[src/rtl/memory_arbiter_if.sv]
// Bus bundle for memory_arbiter: fetch port, data port,
// memory side and status. slave = arbiter, master = environment.
`ifndef DATA_WIDTH
`define DATA_WIDTH 32
`endif

interface memory_arbiter_if #(
  parameter int DATA_WIDTH = `DATA_WIDTH
);
  logic                  fetchReq;
  logic [DATA_WIDTH-1:0] fetchAddress;
  logic                  fetchGrant;
  logic                  fetchDone;
  logic [DATA_WIDTH-1:0] fetchData;

  logic                  dataReq;
  logic [DATA_WIDTH-1:0] dataAddress;
  logic [DATA_WIDTH-1:0] dataWrite;
  logic [1:0]            dataLength;
  logic                  dataStore;
  logic                  dataLoadUnsigned;
  logic                  dataGrant;
  logic                  dataDone;
  logic [DATA_WIDTH-1:0] dataRead;

  logic [DATA_WIDTH-1:0] memAddress;
  logic [DATA_WIDTH-1:0] memDataWrite;
  logic [1:0]            memLength;
  logic                  memStore;
  logic                  memLoad;
  logic                  memLoadUnsigned;
  logic                  memAck;
  logic [DATA_WIDTH-1:0] memDataRead;

  logic                  busy;
  logic                  owner;
  logic                  timeoutError;

  modport slave (
    input  fetchReq, fetchAddress,
    output fetchGrant, fetchDone, fetchData,
    input  dataReq, dataAddress, dataWrite,
    input  dataLength, dataStore, dataLoadUnsigned,
    output dataGrant, dataDone, dataRead,
    output memAddress, memDataWrite, memLength,
    output memStore, memLoad, memLoadUnsigned,
    input  memAck, memDataRead,
    output busy, owner, timeoutError
  );

  modport master (
    output fetchReq, fetchAddress,
    input  fetchGrant, fetchDone, fetchData,
    output dataReq, dataAddress, dataWrite,
    output dataLength, dataStore, dataLoadUnsigned,
    input  dataGrant, dataDone, dataRead,
    input  memAddress, memDataWrite, memLength,
    input  memStore, memLoad, memLoadUnsigned,
    output memAck, memDataRead,
    input  busy, owner, timeoutError
  );
endinterface

[src/rtl/memory_arbiter.sv]
// Two-port (fetch/data) single-memory arbiter, IDLE/BUSY/RESP FSM.
// Define ARB_ROUND_ROBIN_EN for round-robin; default is data-priority.
`ifndef DATA_WIDTH
`define DATA_WIDTH 32
`endif

module memory_arbiter #(
  parameter int DATA_WIDTH     = `DATA_WIDTH,
  parameter int TIMEOUT_CYCLES = 16
) (
  input logic           clk,
  input logic           reset,
  memory_arbiter_if.slave bus
);
  typedef logic [DATA_WIDTH-1:0] word_t;
  typedef enum logic [1:0] {IDLE, BUSY, RESP} state_t;

  localparam int CW =
    (TIMEOUT_CYCLES > 1) ? $clog2(TIMEOUT_CYCLES) : 1;
  localparam int TO_M1 =
    (TIMEOUT_CYCLES > 0) ? TIMEOUT_CYCLES - 1 : 0;
  localparam logic [CW-1:0] TO_LAST = TO_M1[CW-1:0];

  state_t        state;
  logic [CW-1:0] count;
  logic          pickData;
  logic          expire;
  word_t         respData;

`ifdef ARB_ROUND_ROBIN_EN
  logic lastOwner;

  always_comb begin
    pickData = bus.dataReq;
    if (bus.fetchReq && bus.dataReq) pickData = ~lastOwner;
  end
`else
  always_comb begin
    pickData = bus.dataReq;
  end
`endif

  // count holds BUSY cycles already elapsed without memAck
  assign expire = (TIMEOUT_CYCLES != 0) && (count == TO_LAST);
  assign respData = (bus.memAck && bus.memLoad) ?
                    bus.memDataRead : '0;

  always_ff @(posedge clk or negedge reset) begin
    if (!reset) begin
      state               <= IDLE;
      count               <= '0;
`ifdef ARB_ROUND_ROBIN_EN
      lastOwner           <= 1'b1;
`endif
      bus.fetchGrant      <= 1'b0;
      bus.fetchDone       <= 1'b0;
      bus.fetchData       <= '0;
      bus.dataGrant       <= 1'b0;
      bus.dataDone        <= 1'b0;
      bus.dataRead        <= '0;
      bus.memAddress      <= '0;
      bus.memDataWrite    <= '0;
      bus.memLength       <= 2'b00;
      bus.memStore        <= 1'b0;
      bus.memLoad         <= 1'b0;
      bus.memLoadUnsigned <= 1'b0;
      bus.busy            <= 1'b0;
      bus.owner           <= 1'b0;
      bus.timeoutError    <= 1'b0;
    end else begin
      bus.fetchGrant   <= 1'b0;
      bus.dataGrant    <= 1'b0;
      bus.fetchDone    <= 1'b0;
      bus.dataDone     <= 1'b0;
      bus.timeoutError <= 1'b0;
      unique case (state)
        IDLE: begin
          if (bus.fetchReq || bus.dataReq) begin
            state     <= BUSY;
            count     <= '0;
            bus.busy  <= 1'b1;
            bus.owner <= pickData;
`ifdef ARB_ROUND_ROBIN_EN
            lastOwner <= pickData;
`endif
            if (pickData) begin
              bus.dataGrant       <= 1'b1;
              bus.memAddress      <= bus.dataAddress;
              bus.memDataWrite    <= bus.dataWrite;
              bus.memLength       <= bus.dataLength;
              bus.memStore        <= bus.dataStore;
              bus.memLoad         <= ~bus.dataStore;
              bus.memLoadUnsigned <= bus.dataLoadUnsigned;
            end else begin
              bus.fetchGrant      <= 1'b1;
              bus.memAddress      <= bus.fetchAddress;
              bus.memDataWrite    <= '0;
              bus.memLength       <= 2'b10;
              bus.memStore        <= 1'b0;
              bus.memLoad         <= 1'b1;
              bus.memLoadUnsigned <= 1'b1;
            end
          end
        end
        BUSY: begin
          // memAck beats a simultaneous timeout
          if (bus.memAck || expire) begin
            state            <= RESP;
            bus.memStore     <= 1'b0;
            bus.memLoad      <= 1'b0;
            bus.timeoutError <= ~bus.memAck;
            if (bus.owner) begin
              bus.dataDone <= 1'b1;
              bus.dataRead <= respData;
            end else begin
              bus.fetchDone <= 1'b1;
              bus.fetchData <= respData;
            end
          end else begin
            count <= count + CW'(1);
          end
        end
        RESP: begin
          state    <= IDLE;
          bus.busy <= 1'b0;
        end
        default: state <= IDLE;
      endcase
    end
  end
endmodule
[src/flat_wrapper.sv]
// flat-port wrapper written by rule: the top's interface ports become plain ports
module memory_arbiter_flat 
#(
  parameter int DATA_WIDTH     = `DATA_WIDTH,
  parameter int TIMEOUT_CYCLES = 16
)
  (clk, reset, bus_fetchReq, bus_fetchAddress, bus_fetchGrant, bus_fetchDone, bus_fetchData, bus_dataReq, bus_dataAddress, bus_dataWrite, bus_dataLength, bus_dataStore, bus_dataLoadUnsigned, bus_dataGrant, bus_dataDone, bus_dataRead, bus_memAddress, bus_memDataWrite, bus_memLength, bus_memStore, bus_memLoad, bus_memLoadUnsigned, bus_memAck, bus_memDataRead, bus_busy, bus_owner, bus_timeoutError);
  memory_arbiter_if #(.DATA_WIDTH(DATA_WIDTH)) bus_i ();
  input logic clk;
  input logic reset;
  input wire logic [$bits(bus_i.fetchReq)-1:0] bus_fetchReq;
  input wire logic [$bits(bus_i.fetchAddress)-1:0] bus_fetchAddress;
  output wire logic [$bits(bus_i.fetchGrant)-1:0] bus_fetchGrant;
  output wire logic [$bits(bus_i.fetchDone)-1:0] bus_fetchDone;
  output wire logic [$bits(bus_i.fetchData)-1:0] bus_fetchData;
  input wire logic [$bits(bus_i.dataReq)-1:0] bus_dataReq;
  input wire logic [$bits(bus_i.dataAddress)-1:0] bus_dataAddress;
  input wire logic [$bits(bus_i.dataWrite)-1:0] bus_dataWrite;
  input wire logic [$bits(bus_i.dataLength)-1:0] bus_dataLength;
  input wire logic [$bits(bus_i.dataStore)-1:0] bus_dataStore;
  input wire logic [$bits(bus_i.dataLoadUnsigned)-1:0] bus_dataLoadUnsigned;
  output wire logic [$bits(bus_i.dataGrant)-1:0] bus_dataGrant;
  output wire logic [$bits(bus_i.dataDone)-1:0] bus_dataDone;
  output wire logic [$bits(bus_i.dataRead)-1:0] bus_dataRead;
  output wire logic [$bits(bus_i.memAddress)-1:0] bus_memAddress;
  output wire logic [$bits(bus_i.memDataWrite)-1:0] bus_memDataWrite;
  output wire logic [$bits(bus_i.memLength)-1:0] bus_memLength;
  output wire logic [$bits(bus_i.memStore)-1:0] bus_memStore;
  output wire logic [$bits(bus_i.memLoad)-1:0] bus_memLoad;
  output wire logic [$bits(bus_i.memLoadUnsigned)-1:0] bus_memLoadUnsigned;
  input wire logic [$bits(bus_i.memAck)-1:0] bus_memAck;
  input wire logic [$bits(bus_i.memDataRead)-1:0] bus_memDataRead;
  output wire logic [$bits(bus_i.busy)-1:0] bus_busy;
  output wire logic [$bits(bus_i.owner)-1:0] bus_owner;
  output wire logic [$bits(bus_i.timeoutError)-1:0] bus_timeoutError;
  assign bus_i.fetchReq = bus_fetchReq;
  assign bus_i.fetchAddress = bus_fetchAddress;
  assign bus_fetchGrant = bus_i.fetchGrant;
  assign bus_fetchDone = bus_i.fetchDone;
  assign bus_fetchData = bus_i.fetchData;
  assign bus_i.dataReq = bus_dataReq;
  assign bus_i.dataAddress = bus_dataAddress;
  assign bus_i.dataWrite = bus_dataWrite;
  assign bus_i.dataLength = bus_dataLength;
  assign bus_i.dataStore = bus_dataStore;
  assign bus_i.dataLoadUnsigned = bus_dataLoadUnsigned;
  assign bus_dataGrant = bus_i.dataGrant;
  assign bus_dataDone = bus_i.dataDone;
  assign bus_dataRead = bus_i.dataRead;
  assign bus_memAddress = bus_i.memAddress;
  assign bus_memDataWrite = bus_i.memDataWrite;
  assign bus_memLength = bus_i.memLength;
  assign bus_memStore = bus_i.memStore;
  assign bus_memLoad = bus_i.memLoad;
  assign bus_memLoadUnsigned = bus_i.memLoadUnsigned;
  assign bus_i.memAck = bus_memAck;
  assign bus_i.memDataRead = bus_memDataRead;
  assign bus_busy = bus_i.busy;
  assign bus_owner = bus_i.owner;
  assign bus_timeoutError = bus_i.timeoutError;
  memory_arbiter #(.DATA_WIDTH(DATA_WIDTH), .TIMEOUT_CYCLES(TIMEOUT_CYCLES)) u_core (.clk(clk), .reset(reset), .bus(bus_i));
endmodule
[config.mk]
export PLATFORM = sky130hd
export DESIGN_NAME = memory_arbiter_flat
export DESIGN_NICKNAME = d
export VERILOG_FILES = /design/src/rtl/memory_arbiter_if.sv /design/src/rtl/memory_arbiter.sv /design/src/flat_wrapper.sv
export SDC_FILE = /design/constraint.sdc
export NUM_CORES = 1
export LEC_CHECK = 0
export CAP_MARGIN = 40
export CORE_MARGIN = 2
export CORE_UTILIZATION = 40
export CTS_BUF_LIST = sky130_fd_sc_hd__clkbuf_8
export CTS_CLUSTER_SIZE = 40
export DETAILED_ROUTE_END_ITERATION = 10
export DONT_BUFFER_PORTS = 1
export HOLD_SLACK_MARGIN = 0.1
export PLACE_DENSITY_LB_ADDON = 0.25
export SETUP_SLACK_MARGIN = 0.05
export SYNTH_ARGS = -nofsm -noshare
export SYNTH_HDL_FRONTEND = slang
export SYNTH_SLANG_ARGS = --single-unit
[constraint.sdc]
create_clock -name clk -period 3.4 [get_ports clk]
set_clock_uncertainty 0.05 [all_clocks]
set_input_delay 0.34 -clock clk [delete_from_list [all_inputs] [get_ports clk]]
set_output_delay 0.34 -clock clk [all_outputs]
set_load 0.03 [all_outputs]
==> summary.md, run 1 <==
| Metric | Value |
|---|---|
| Root Buffer | `clkbuf_8` |
| Yosys cell types | `33` |
| Most instantiated library cell after synthesis | `dfrtp_1` |
| Cell type with the largest total area after synthesis | `dfrtp_1` |
| Most common flop cell mapped by yosys | `dfrtp_1` |
| IO buf count | `0` |
| Cts-stage hold buffer count | `124` |
| Synth Instances | `between 400 and 500` |
| Run-stopping error | `[ERROR RSZ-0060] Max buffer count reached.` |
| Commonest cells in the netlist | `dfrtp_1, o21ai_0, a22o_1, a32o_1, mux2i_1` |
| Post-CTS setup buffer count | `0` |
| Post-synth ARST share | `100%` |
| Gp weighted congestion | `~0.76` |
| Number of placement rows | `43` |
| Cell types occupying the most area after synthesis | `dfrtp_1, a22o_1, a32o_1` |
| Portion of synthesized cell area occupied by the leading cell type | `a little under two thirds` |
| Number of top-level design ports | `roughly 280` |
| Initial core utilization | `around two fifths` |
| Chip Height | `~120 um` |
| Total of flip-flops plus latches after synthesis | `roughly 150` |
| Result of the run | `aborted with a tool error` |
| Avg Inst Size Synth | `between 10 and 15 um^2` |
| Die extent in x | `around 120 um` |
| H-tree levels | `4` |
| Clk sinks | `about 150` |
| Number of buffers created by CTS | `17` |
| Total of cells resized after clock tree synthesis | `0` |
| EDFF count, synth | `0` |
| DPL Wire Length | `approximately 9300 um` |
| Sequential-to-total area share from yosys stat | `between 60% and 70%` |
| Number of buffers on the longest clock path | `2` |
| Syn Nets | `roughly 570` |
| Last stage reached | `4_1_cts` |
| Count of warnings emitted by yosys | `0` |
| Cell area after synthesis | `5710 um^2` |
-- logic make-up after synthesis --
kind of cell | count (synthesis) | synth area share (%)
simple gates | 26 | 2.69
compound gates | 180 | 23.7
flops | 146 | 64.0
buf+inv | 44 | 3.66
mux | 33 | 5.78
fa+ha+maj | 1 | 0.219
-- through the flow --
stage | instances | worst slack (ns) | area (um^2)
2_1_floorplan | 430 | 1.78 | 5710
3_3_place_gp | 577 | 1.24 | 5800
3_5_place_dp | 579 | 1.33 | 5860
==> run 2, diff against run 1 <==
--- a/config.mk
+++ b/config.mk
@@ -7,14 +7,10 @@
 export LEC_CHECK = 0
 export CAP_MARGIN = 40
 export CORE_MARGIN = 2
-export CORE_UTILIZATION = 40
-export CTS_BUF_LIST = sky130_fd_sc_hd__clkbuf_8
-export CTS_CLUSTER_SIZE = 40
+export CORE_UTILIZATION = 25
 export DETAILED_ROUTE_END_ITERATION = 10
 export DONT_BUFFER_PORTS = 1
-export HOLD_SLACK_MARGIN = 0.1
-export PLACE_DENSITY_LB_ADDON = 0.25
-export SETUP_SLACK_MARGIN = 0.05
+export PLACE_DENSITY_LB_ADDON = 0.15
 export SYNTH_ARGS = -nofsm -noshare
 export SYNTH_HDL_FRONTEND = slang
 export SYNTH_SLANG_ARGS = --single-unit
==> run 2 against run 1 <==
  * The flow now finishes, with violations (hold timing)
  * Area after synthesis stayed put
  * Synthesized cell count stayed put
==> summary.md, run 2 <==
| Metric | Value |
|---|---|
| Vias in the first global route | `a little over 4000` |
| ANT cells | `0` |
| Root Buffer | `clkbuf_16` |
| Arrival time at the worst endpoint | `2.45 ns` |
| H-tree levels | `4 (unchanged)` |
| Initial core utilization | `25.4% (-16 points)` |
| Total of cells resized after clock tree synthesis | `0 (unchanged)` |
| Final hold slack | `-0.431 ns` |
| Post-DR wirelength/cell | `roughly 21 um` |
| Clk sinks | `146 (unchanged)` |
| Clock tree from TritonCTS | `yes` |
| Leakage power | `approximately 3.1 nW` |
| Final period util | `roughly 63%` |
| Portion of synthesized cell area occupied by the leading cell type | `64.0% (unchanged)` |
| Post-layout min period | `2.16 ns` |
| Pin count of the biggest net entering global routing | `147` |
| Maximum vdd ir drop | `0.359 mV` |
| Most common flop cell mapped by yosys | `dfrtp_1` |
| CTS clk-pin slew, worst paths | `0.06 ns` |
| Post-CTS setup buffer count | `0 (unchanged)` |
| Syn Nets | `568 (unchanged)` |
| Number of buffers created by CTS | `17 (unchanged)` |
| Initial antenna violation count | `0` |
| Setup repair after global routing missed its margin | `no` |
| Util after Layout | `between 30% and 40%` |
| Depth of the most critical reg-to-reg path | `3` |
| Relative slew margins | `around 56%` |
| Cell area after synthesis | `5710 um^2 (unchanged)` |
| Residual antenna-violating net count after detailed routing | `0` |
| Maximum capacitance violations | `0` |
| Gp weighted congestion | `0.703 (-6.9%)` |
| Final hold vios | `between 100 and 150` |
| Internal reg-to-reg setup slack | `roughly 1.2 ns` |
| Number of top-level design ports | `277 (unchanged)` |
| Pre-antenna DRT Iters | `4` |
| Worst min path class | `in2async` |
| Sort of element at the end of the critical path | `flip-flop` |
| Die extent in x | `155 um (+26%)` |
| Result of the run | `finished with violations` |
| Required time reported for the critical path endpoint | `between 3 and 4 ns` |
| Total Wirelength | `15800 um` |
| Floorplan Core Area | `roughly 23000 um^2` |
| Most used cells in the layout excluding fill and tap cells | `dfrtp_1, o21ai_0, a22o_1, dlygate4sd3_1, a32o_1` |
| Wire length of the first global-routing pass | `approximately 24000 um` |
| Sequential-to-total area share from yosys stat | `64.0% (unchanged)` |
| Count of warnings emitted by yosys | `0 (unchanged)` |
| Worst Max-Slew Pin Slew | `0.658 ns` |
| IO buf count | `0 (unchanged)` |
| Start of the worst register-to-register path | `u_core.bus.owner$_DFFE_PN0P_` |
| Count of unresolved DRC violations after routing | `0` |
| Most frequent standard cell in the layout excluding fill and tap cells | `dfrtp_1` |
| Number of placement rows | `55 (+28%)` |
| Fill cell count | `around 2300` |
| Number of buffers on the longest clock path | `2 (unchanged)` |
| Iteration-0 DRC Markers | `between 150 and 200` |
| Fin Setup TNS | `0 ns` |
| Layout Nets | `about 600` |
| EDFF count, synth | `0 (unchanged)` |
| Avg Inst Size Synth | `13.3 um^2 (unchanged)` |
| Cts-stage hold buffer count | `47 (-62%)` |
| Synth Instances | `430 (unchanged)` |
| Worst setup SP type | `flip-flop` |
| Achievable Freq | `464 MHz` |
| Mean number of vias per cell | `roughly 5.1` |
| Overall global routing resource usage | `13.1%` |
| Cell type with the largest total area after synthesis | `dfrtp_1` |
| Count of vias placed by the detailed router | `3930` |
| DPL Wire Length | `10200 um (+9.8%)` |
| Power per standard cell area | `1100 nW/um^2` |
| Remaining Overflow, GRT | `0` |
| Final setup fails | `0` |
| Slew Limit Fails | `0` |
| Area enclosed by the die boundary | `between 20000 and 25000 um^2` |
| Fraction of layout cells with a size suffix above 1 | `under 10%` |
| Most instantiated library cell after synthesis | `dfrtp_1` |
| Commonest cells in the netlist | `dfrtp_1, o21ai_0, a22o_1, a32o_1, mux2i_1` |
| Maximum fanout encountered on the critical timing path | `22` |
| Start-to-end type of the worst setup path | `reg2reg` |
| Violations in the final reports | `hold timing` |
| Yosys cell types | `33 (unchanged)` |
| Total of flip-flops plus latches after synthesis | `146 (unchanged)` |
| Area growth from synthesis to final layout | `24.3%` |
| Post-synth ARST share | `100% (unchanged)` |
| Chip Height | `155 um (+26%)` |
| Clock insertion delay at the later pin of the skew report | `a little over 0.4 ns` |
| Critical R2R Capture | `u_core.bus.fetchData[21]$_DFFE_PN0P_` |
| Cell types occupying the most area after synthesis | `dfrtp_1, a22o_1, a32o_1` |
==> run 2: how the worst max path moves through the flow <==
stage	to	start	slack, ns	cells past startpoint
final	u_core.bus.fetchData[21]$_DFFE_PN0P_	u_core.bus.owner$_DFFE_PN0P_	1.24	3
after global routing	u_core.bus.fetchData[21]$_DFFE_PN0P_	u_core.bus.owner$_DFFE_PN0P_	1.10	3
after CTS	u_core.bus.fetchData[21]$_DFFE_PN0P_	u_core.bus.owner$_DFFE_PN0P_	1.19	3
after detailed placement	u_core.bus.fetchData[21]$_DFFE_PN0P_	u_core.bus.owner$_DFFE_PN0P_	1.21	3
after global placement	u_core.bus.memDataWrite[8]$_DFFE_PN0P_	u_core.state[0]$_DFFE_PN0P_	1.18	4
after floorplan	u_core.bus.fetchData[23]$_DFFE_PN0P_	u_core.count[0]$_DFFE_PN0P_	1.78	6
==> run 2: layout make-up <==
type                       count  area [um^2]  share of cell area, %
inverter                       5         18.8                  0.264
clock inverter                13          196                   2.77
multi-input combinational    240         1860                   26.2
clock buffer                  19          443                   6.24
sequential                   146         3650                   51.5
tap                          285          357                   5.02
timing repair buffer          56          568                   8.00
==> run 2: routing by layer <==
| layer | routed length, um | vias up | track usage [%] |
|---|---|---|---|
| li1 | - | 1734 | - |
| met1 | 6190 | 1974 | 15.3 |
| met2 | 7750 | 208 | 21.5 |
| met3 | 1600 | 14 | 5.52 |
| met4 | 254 | 0 | 5.03 |
| met5 | 0 | - | 0 |
==> run 2: metrics by stage <==
| step | std cells | area [um^2] | power [mW] | hold slack [ns] | setup slack (ns) |
|---|---|---|---|---|---|
| floorplan | 430 | 5710 | 5.29 | -0.00559 | 1.78 |
| global placement | 682 | 5940 | 5.69 | -0.00216 | 1.18 |
| detailed placement | 684 | 5980 | 5.78 | -0.00231 | 1.21 |
| CTS | 763 | 7090 | 7.90 | -0.459 | 1.19 |
| global route | 764 | 7100 | 8.24 | -0.461 | 1.10 |
| finish | 764 | 7100 | 7.79 | -0.431 | 1.24 |
==> run 2: critical path, stage by stage (launching register included) <==
cell,delay (ns)
dfrtp_1,0.57
and4bb_2,0.75
and2_1,0.50
a22o_1,0.21
==> run 2: kinds of logic (layout without fill, tap and decap cells) <==
logic type                 after synthesis  in the layout  share of synthesized area, %
AOI/OAI and AO/OA                      180            180                          23.7
muxes                                   33             33                          5.78
buffers and inverters                   44             93                          3.66
adders and majority gates                1              1                         0.219
and+or+nand+nor                         26             26                          2.69
DFF                                    146            146                          64.0
==> run 2: power by group <==
| part | internal (mW) | total (mW) | switching (mW) |
|---|---|---|---|
| registers | 2.43 | 4.34 | 1.92 |
| logic | 0.668 | 1.42 | 0.747 |
| clock network | 1.26 | 2.03 | 0.770 |
| total | 4.36 | 7.79 | 3.43 |
Power figures use the tool's default switching activity.
